[src/rtl/if_prefetch.sv]
// Instruction-fetch stage: assembles 32-bit words from narrow memctrl beats and
// buffers them with their PCs in a small prefetch queue feeding IF/ID.
module if_prefetch #(
    parameter logic [31:0] RESET_PC    = 32'h0,
    parameter int          MEM_BYTES   = 1,
    parameter int          QUEUE_DEPTH = 4,
    parameter int          STALL_WIDTH = 6
) (
    input  logic                     clk,
    input  logic                     rst,
    input  logic [STALL_WIDTH-1:0]   stall,
    input  logic                     branch_flag_i,
    input  logic [31:0]              branch_target_i,
    output logic                     r_to_memctrl,
    output logic [31:0]              addr_to_memctrl,
    input  logic                     r_from_memctrl,
    input  logic [8*MEM_BYTES-1:0]   data_from_memctrl,
    output logic [31:0]              pc_o,
    output logic [31:0]              inst_o,
    output logic                     flag_o,
    output logic                     stallreq_o
);
    localparam int BEATS = 4 / MEM_BYTES;
    localparam int BW    = 8 * MEM_BYTES;
    localparam int PTR_W = $clog2(QUEUE_DEPTH);
    localparam int CNT_W = PTR_W + 1;
    localparam logic [1:0]       LAST_BEAT = 2'(BEATS - 1);
    localparam logic [CNT_W-1:0] DEPTH_C   = CNT_W'(QUEUE_DEPTH);

    typedef enum logic {IDLE, REQ} state_t;

    state_t             state_reg, state_next;
    logic [1:0]         beat_reg, beat_next;
    logic [31:0]        fetch_pc_reg, fetch_pc_next;
    logic [31:0]        addr_reg, addr_next;
    logic [31:0]        asm_reg, asm_next;
    logic               discard_reg, discard_next;
    logic [31:0]        asm_merged;
    logic [31:0]        target;

    logic [PTR_W-1:0]   head_reg, tail_reg;
    logic [CNT_W-1:0]   count_reg, count_after;
    logic [31:0]        pc_q   [QUEUE_DEPTH];
    logic [31:0]        inst_q [QUEUE_DEPTH];
    logic               push, pop, beat_done, last_beat;
    logic               unused_bits;

    assign unused_bits     = ^{stall, branch_target_i[1:0]};
    assign target          = {branch_target_i[31:2], 2'b00};
    assign r_to_memctrl    = (state_reg == REQ);
    assign addr_to_memctrl = addr_reg;

    // Incoming beat lands in its own byte lane; other lanes keep earlier beats.
    for (genvar gi = 0; gi < BEATS; gi++) begin : g_beat
        assign asm_merged[gi*BW +: BW] = (beat_reg == 2'(gi)) ? data_from_memctrl
                                                              : asm_reg[gi*BW +: BW];
    end

    assign beat_done   = (state_reg == REQ) && r_from_memctrl;
    assign last_beat   = (beat_reg == LAST_BEAT);
    assign push        = beat_done && last_beat && !discard_reg && !branch_flag_i;
    assign pop         = (count_reg != '0) && !stall[0] && !branch_flag_i;
    assign count_after = count_reg + {{PTR_W{1'b0}}, push} - {{PTR_W{1'b0}}, pop};

    always_comb begin
        state_next    = state_reg;
        beat_next     = beat_reg;
        fetch_pc_next = fetch_pc_reg;
        addr_next     = addr_reg;
        asm_next      = asm_reg;
        discard_next  = discard_reg;
        case (state_reg)
            IDLE: begin
                if (count_reg < DEPTH_C) state_next = REQ;
            end
            REQ: begin
                if (beat_done) begin
                    asm_next = asm_merged;
                    if (discard_reg) begin
                        // Stale beat from a flushed fetch: restart at beat 0 of the new PC.
                        beat_next    = 2'd0;
                        addr_next    = fetch_pc_reg;
                        discard_next = 1'b0;
                    end else if (!last_beat) begin
                        beat_next = beat_reg + 2'd1;
                        addr_next = addr_reg + 32'(MEM_BYTES);
                    end else begin
                        beat_next     = 2'd0;
                        fetch_pc_next = fetch_pc_reg + 32'd4;
                        addr_next     = fetch_pc_reg + 32'd4;
                        if (count_after >= DEPTH_C) state_next = IDLE;
                    end
                end
            end
            default: state_next = IDLE;
        endcase
        if (branch_flag_i) begin
            fetch_pc_next = target;
            beat_next     = 2'd0;
            if (state_reg == REQ && !r_from_memctrl) begin
                // Memctrl is never abandoned: finish the old beat, then drop it.
                discard_next = 1'b1;
                addr_next    = addr_reg;
            end else begin
                discard_next = 1'b0;
                addr_next    = target;
                state_next   = REQ;
            end
        end
    end

    always_ff @(posedge clk) begin
        if (rst) begin
            state_reg    <= IDLE;
            beat_reg     <= 2'd0;
            fetch_pc_reg <= RESET_PC;
            addr_reg     <= RESET_PC;
            asm_reg      <= '0;
            discard_reg  <= 1'b0;
        end else begin
            state_reg    <= state_next;
            beat_reg     <= beat_next;
            fetch_pc_reg <= fetch_pc_next;
            addr_reg     <= addr_next;
            asm_reg      <= asm_next;
            discard_reg  <= discard_next;
        end
    end

    always_ff @(posedge clk) begin
        if (push) begin
            pc_q[tail_reg]   <= fetch_pc_reg;
            inst_q[tail_reg] <= asm_merged;
        end
    end

    always_ff @(posedge clk) begin
        if (rst) begin
            head_reg   <= '0;
            tail_reg   <= '0;
            count_reg  <= '0;
            pc_o       <= '0;
            inst_o     <= '0;
            flag_o     <= 1'b0;
            stallreq_o <= 1'b1;
        end else begin
            if (branch_flag_i) begin
                head_reg  <= '0;
                tail_reg  <= '0;
                count_reg <= '0;
            end else begin
                if (push) tail_reg <= tail_reg + 1'b1;
                if (pop)  head_reg <= head_reg + 1'b1;
                count_reg <= count_after;
            end
            flag_o     <= pop;
            stallreq_o <= (count_reg == '0);
            if (pop) begin
                pc_o   <= pc_q[head_reg];
                inst_o <= inst_q[head_reg];
            end
        end
    end
endmodule

[config.mk]
export PLATFORM = sky130hd
export DESIGN_NAME = if_prefetch
export DESIGN_NICKNAME = d
export VERILOG_FILES = /design/src/rtl/if_prefetch.sv
export SDC_FILE = /design/constraint.sdc
export NUM_CORES = 1
export LEC_CHECK = 0
export BUFFER_PORTS_ARGS = -buffer_cell sky130_fd_sc_hd__buf_2
export CELL_PAD_IN_SITES_DETAIL_PLACEMENT = 1
export CELL_PAD_IN_SITES_GLOBAL_PLACEMENT = 1
export CORE_AREA = 2 2 286 147
export DETAILED_ROUTE_END_ITERATION = 10
export DIE_AREA = 0 0 288 149
export HOLD_SLACK_MARGIN = 0.03
export PLACE_DENSITY_LB_ADDON = 0.05
export SYNTH_ARGS = -nofsm -noshare
export SYNTH_HDL_FRONTEND = slang
export SYNTH_SLANG_ARGS = --single-unit
[constraint.sdc]
create_clock -name clk -period 4.4 [get_ports clk]
set_clock_uncertainty 0.1 [all_clocks]
set_input_delay 0 -clock clk [delete_from_list [all_inputs] [get_ports clk]]
set_output_delay 0 -clock clk [all_outputs]
set_load 0.01 [all_outputs]
==> flow_summary.ini <==
[critical_path]
crit_slowest_cell = sky130_fd_sc_hd__dlygate4sd3_1
setup.worst_path.start_class = flip-flop
data_required_time_of_the_worst_path_ps = 4730
worstPathCellList = ha_2 > buf_4 > nand2b_1 > nor2_2 > buf_4 > nand4_4 > xnor2_1 > a21boi_0 > nor2_1 > dlygate4sd3_1
r2r.worst_path.cells = 10
critical_path_arrival_ps = 3820
worst_setup_path_end_kind = flip-flop
path_common_cell = sky130_fd_sc_hd__buf_4
cp_max_fo = 48
worstSetupPathType = reg2reg
cp_slowest_stage_delay_ps = 590

[timing]
final_max_slew_viol_count = 0
final_worst_hold_slack_ps = 57.6
timing.max_slew.rel_slack = 0.243
minimum_clock_period_after_layout_ps = 3490
finalHoldViolations = 0
grt_setup_unrepaired = false
worstMarginPinSlew_ps = 1140
timing.final.setup_violations = 0
fmax_mhz = 286
setup_tns_ps = 0
fin_crit_sh = 0.794

[cells_and_area]
registers.top_by_ff_count = inst_q
biggestRegsByFlops = inst_q: 128 flops, pc_q: 120 flops
largest_reg_flops = 128
syn2layout_area_growth_pct = 17.4
post_route_cells_drive_above_1_share = 0.215
antennaDiodeCount = 0
layout.nets = 1696

[clock_network]
cts-htree-levels = 2
clk_pin_slew_ps = 70
clockBufferDepth = 3
tritoncts = yes
clock_tree_sinks = 417
clockRootBuffer = sky130_fd_sc_hd__clkbuf_16
cts_setup_buffers = 0
insertion_delay_ps = 550
cts_made_buffers = 39

[die]
floorplan.die.height_um = 149
placementRows = 53
die_w_um = 288
floorplan.io_pins = 149
core_area_um2 = 40800
start_util = 0.439
dieArea_um2 = 42900

[yosys]
async_flop_share = 0
syn-cell-area_um2 = 17900
synth_cells = 1485
synth_seq_area_share = 0.604
synth-edff-count = 248
yosysTopAreaCell = sky130_fd_sc_hd__edfxtp_1
yosysTopAreaCellShare = 0.416
ys_top_cells_by_area = sky130_fd_sc_hd__edfxtp_1, sky130_fd_sc_hd__dfxtp_1, sky130_fd_sc_hd__mux4_2, sky130_fd_sc_hd__nand2_1, sky130_fd_sc_hd__a21oi_1
synthFlopType = sky130_fd_sc_hd__edfxtp_1
synth.lib_cells_used.distinct = 72
synth-seq-cells = 417
avgSynthCellArea_um2 = 12.1
synthesis.yosys.warnings = 0

[global_route]
largest_net_degree_at_the_start_of_global_routing = 114
grt_antenna_before_repair = 1
overflow = 0
globalRouteTotalUtil = 0.243
global_route_wire_length_before_repair_um = 79400
grt_pass1_vias = 13100

[hold_path]
min_delay_path_depth = 4
hold_class = in2reg

[pwr]
max-vdd-ir-drop_mv = 0.243
power.leakage_nw = 7.34
sequentialPowerShare = 0.510
power.internal_mw = 6.47
net_switching_power_of_the_design_mw = 1.94
combinationalPowerShare = 0.053
cellPowerDensity_nw_per_um2 = 400
p_sw_frac = 0.231
clockPowerShare = 0.437

[drt]
drcViolationCount = 0
drt_iter0_markers = 973
drt-pass1-iter-count = 5
viasPerCell = 5.72
routed_wl_um = 51600
postRouteAntennaNets = 0
detail_route.wl_per_cell_um = 23.3
dr_total_vias = 12700

[place]
place_congestion = 0.842
dpl.hpwl_um = 32600
placement.io_buffers = 139

[job]
maxcap_violations = 0

[outcome]
status = finished, final reports clean
synth_stat cells, types with 10 or more instances:
| cell | number |
|---|---|
| sky130_fd_sc_hd__inv_1 | 18 |
| sky130_fd_sc_hd__o211ai_1 | 11 |
| sky130_fd_sc_hd__a31oi_1 | 14 |
| sky130_fd_sc_hd__and3_1 | 19 |
| sky130_fd_sc_hd__nor2_1 | 123 |
| sky130_fd_sc_hd__nand2_1 | 213 |
| sky130_fd_sc_hd__nand4_1 | 22 |
| sky130_fd_sc_hd__edfxtp_1 | 248 |
| sky130_fd_sc_hd__buf_1 | 12 |
| sky130_fd_sc_hd__nor3_1 | 51 |
| sky130_fd_sc_hd__buf_2 | 24 |
| sky130_fd_sc_hd__mux4_2 | 62 |
| sky130_fd_sc_hd__ha_1 | 12 |
| sky130_fd_sc_hd__xor2_1 | 19 |
| sky130_fd_sc_hd__dfxtp_1 | 169 |
| sky130_fd_sc_hd__mux2i_1 | 10 |
| sky130_fd_sc_hd__o21ai_0 | 23 |
| sky130_fd_sc_hd__mux2_2 | 33 |
| sky130_fd_sc_hd__clkbuf_1 | 72 |
| sky130_fd_sc_hd__a211oi_1 | 15 |
| sky130_fd_sc_hd__nand3_1 | 32 |
| sky130_fd_sc_hd__a21oi_1 | 108 |
| sky130_fd_sc_hd__xnor2_1 | 43 |
timing repair:
action / in CTS / in global routing
hold endpoints to repair: 249 / 0
hold buffers: 55 / 0
resized for setup: 0 / 0
critical path: cells and delay by family (launching register included):
kind                     cells  cell delay, ps
buffers and inverters        3            1370
AND/OR/NAND/NOR              4             790
flip-flops                   1             420
adder cells (fa/ha/maj)      1             230
AO/OA/AOI/OAI                1             230
XOR/XNOR                     1             180
power groups by stage:
| stage | Clock (mW) | Sequential [mW] | Combinational (mW) |
|---|---|---|---|
| after CTS | 3.75 | 4.29 | 0.441 |
| after global placement | 0 | 4.37 | 0.393 |
| after floorplan | 0 | 4.34 | 0.265 |
| after detailed placement | 0 | 4.38 | 0.406 |
| final | 3.67 | 4.29 | 0.442 |
| after global routing | 3.91 | 4.30 | 0.483 |
final cells by class:
type	count	area, um2
Tap cell	550	688
Multi-Input combinational cell	939	6580
Timing Repair Buffer	218	1500
Clock inverter	27	345
Sequential cell	417	10800
Inverter	18	67.6
Fill cell	4276	19800
Clock buffer	44	1020
through the flow:
stage / std cells / area [um2] / setup slack (ps) / util / power, mW
after global routing: 2213 / 21000 / 736 / 0.515 / 8.70
after detailed placement: 2087 / 19100 / 1390 / 0.468 / 4.78
final: 2213 / 21000 / 907 / 0.515 / 8.41
after floorplan: 1486 / 17900 / 993 / - / 4.60
after global placement: 2087 / 19100 / 1440 / 0.468 / 4.77
after CTS: 2213 / 21000 / 953 / 0.515 / 8.48
layer usage:
metal	vias up	global-route usage	routed length [um]
li1	5755	-	-
met1	6551	0.378	26000
met2	302	0.356	21800
met3	51	0.0488	3180
met4	0	0.0376	624
met5	-	0	0
cells by family after synthesis:
group,share of synthesized area
simple gates,0.139
buf+inv,0.0295
fa+ha+maj,0.00949
other cells,0.000209
xor+xnor,0.0303
mux,0.104
compound gates,0.0834
flops,0.604
final timing paths:
kind	start	end	slack [ps]
max	beat_reg[0]$_SDFFE_PP0P_	fetch_pc_reg[23]$_SDFFE_PP0P_	910
min	r_from_memctrl	asm_reg[30]$_SDFFE_PP0P_	60
max reg2reg	beat_reg[0]$_SDFFE_PP0P_	fetch_pc_reg[23]$_SDFFE_PP0P_	910
min reg2reg	inst_o[25]$_SDFFE_PP0P_	inst_o[25]$_SDFFE_PP0P_	350
layout by cell type (no fill, tap or decap), drive strengths merged, types with 14 or more instances in the layout:
| cell type | netlist | layout |
|---|---|---|
| edfxtp | 248 | 248 |
| nand2 | 213 | 213 |
| dfxtp | 169 | 169 |
| buf | 38 | 163 |
| nor2 | 126 | 126 |
| a21oi | 108 | 108 |
| mux4 | 62 | 62 |
| dlygate4sd3 | 0 | 55 |
| nor3 | 53 | 53 |
| clkbuf | 74 | 44 |
| xnor2 | 43 | 43 |
| nand3 | 35 | 35 |
| mux2 | 33 | 33 |
| o21ai | 25 | 25 |
| nand4 | 24 | 24 |
| inv | 18 | 20 |
| xor2 | 19 | 19 |
| and3 | 19 | 19 |
| clkinv | 0 | 16 |
| a211oi | 15 | 15 |
| a31oi | 14 | 14 |
| nor4 | 14 | 14 |
Note: power is estimated with default switching activity, not from simulation.
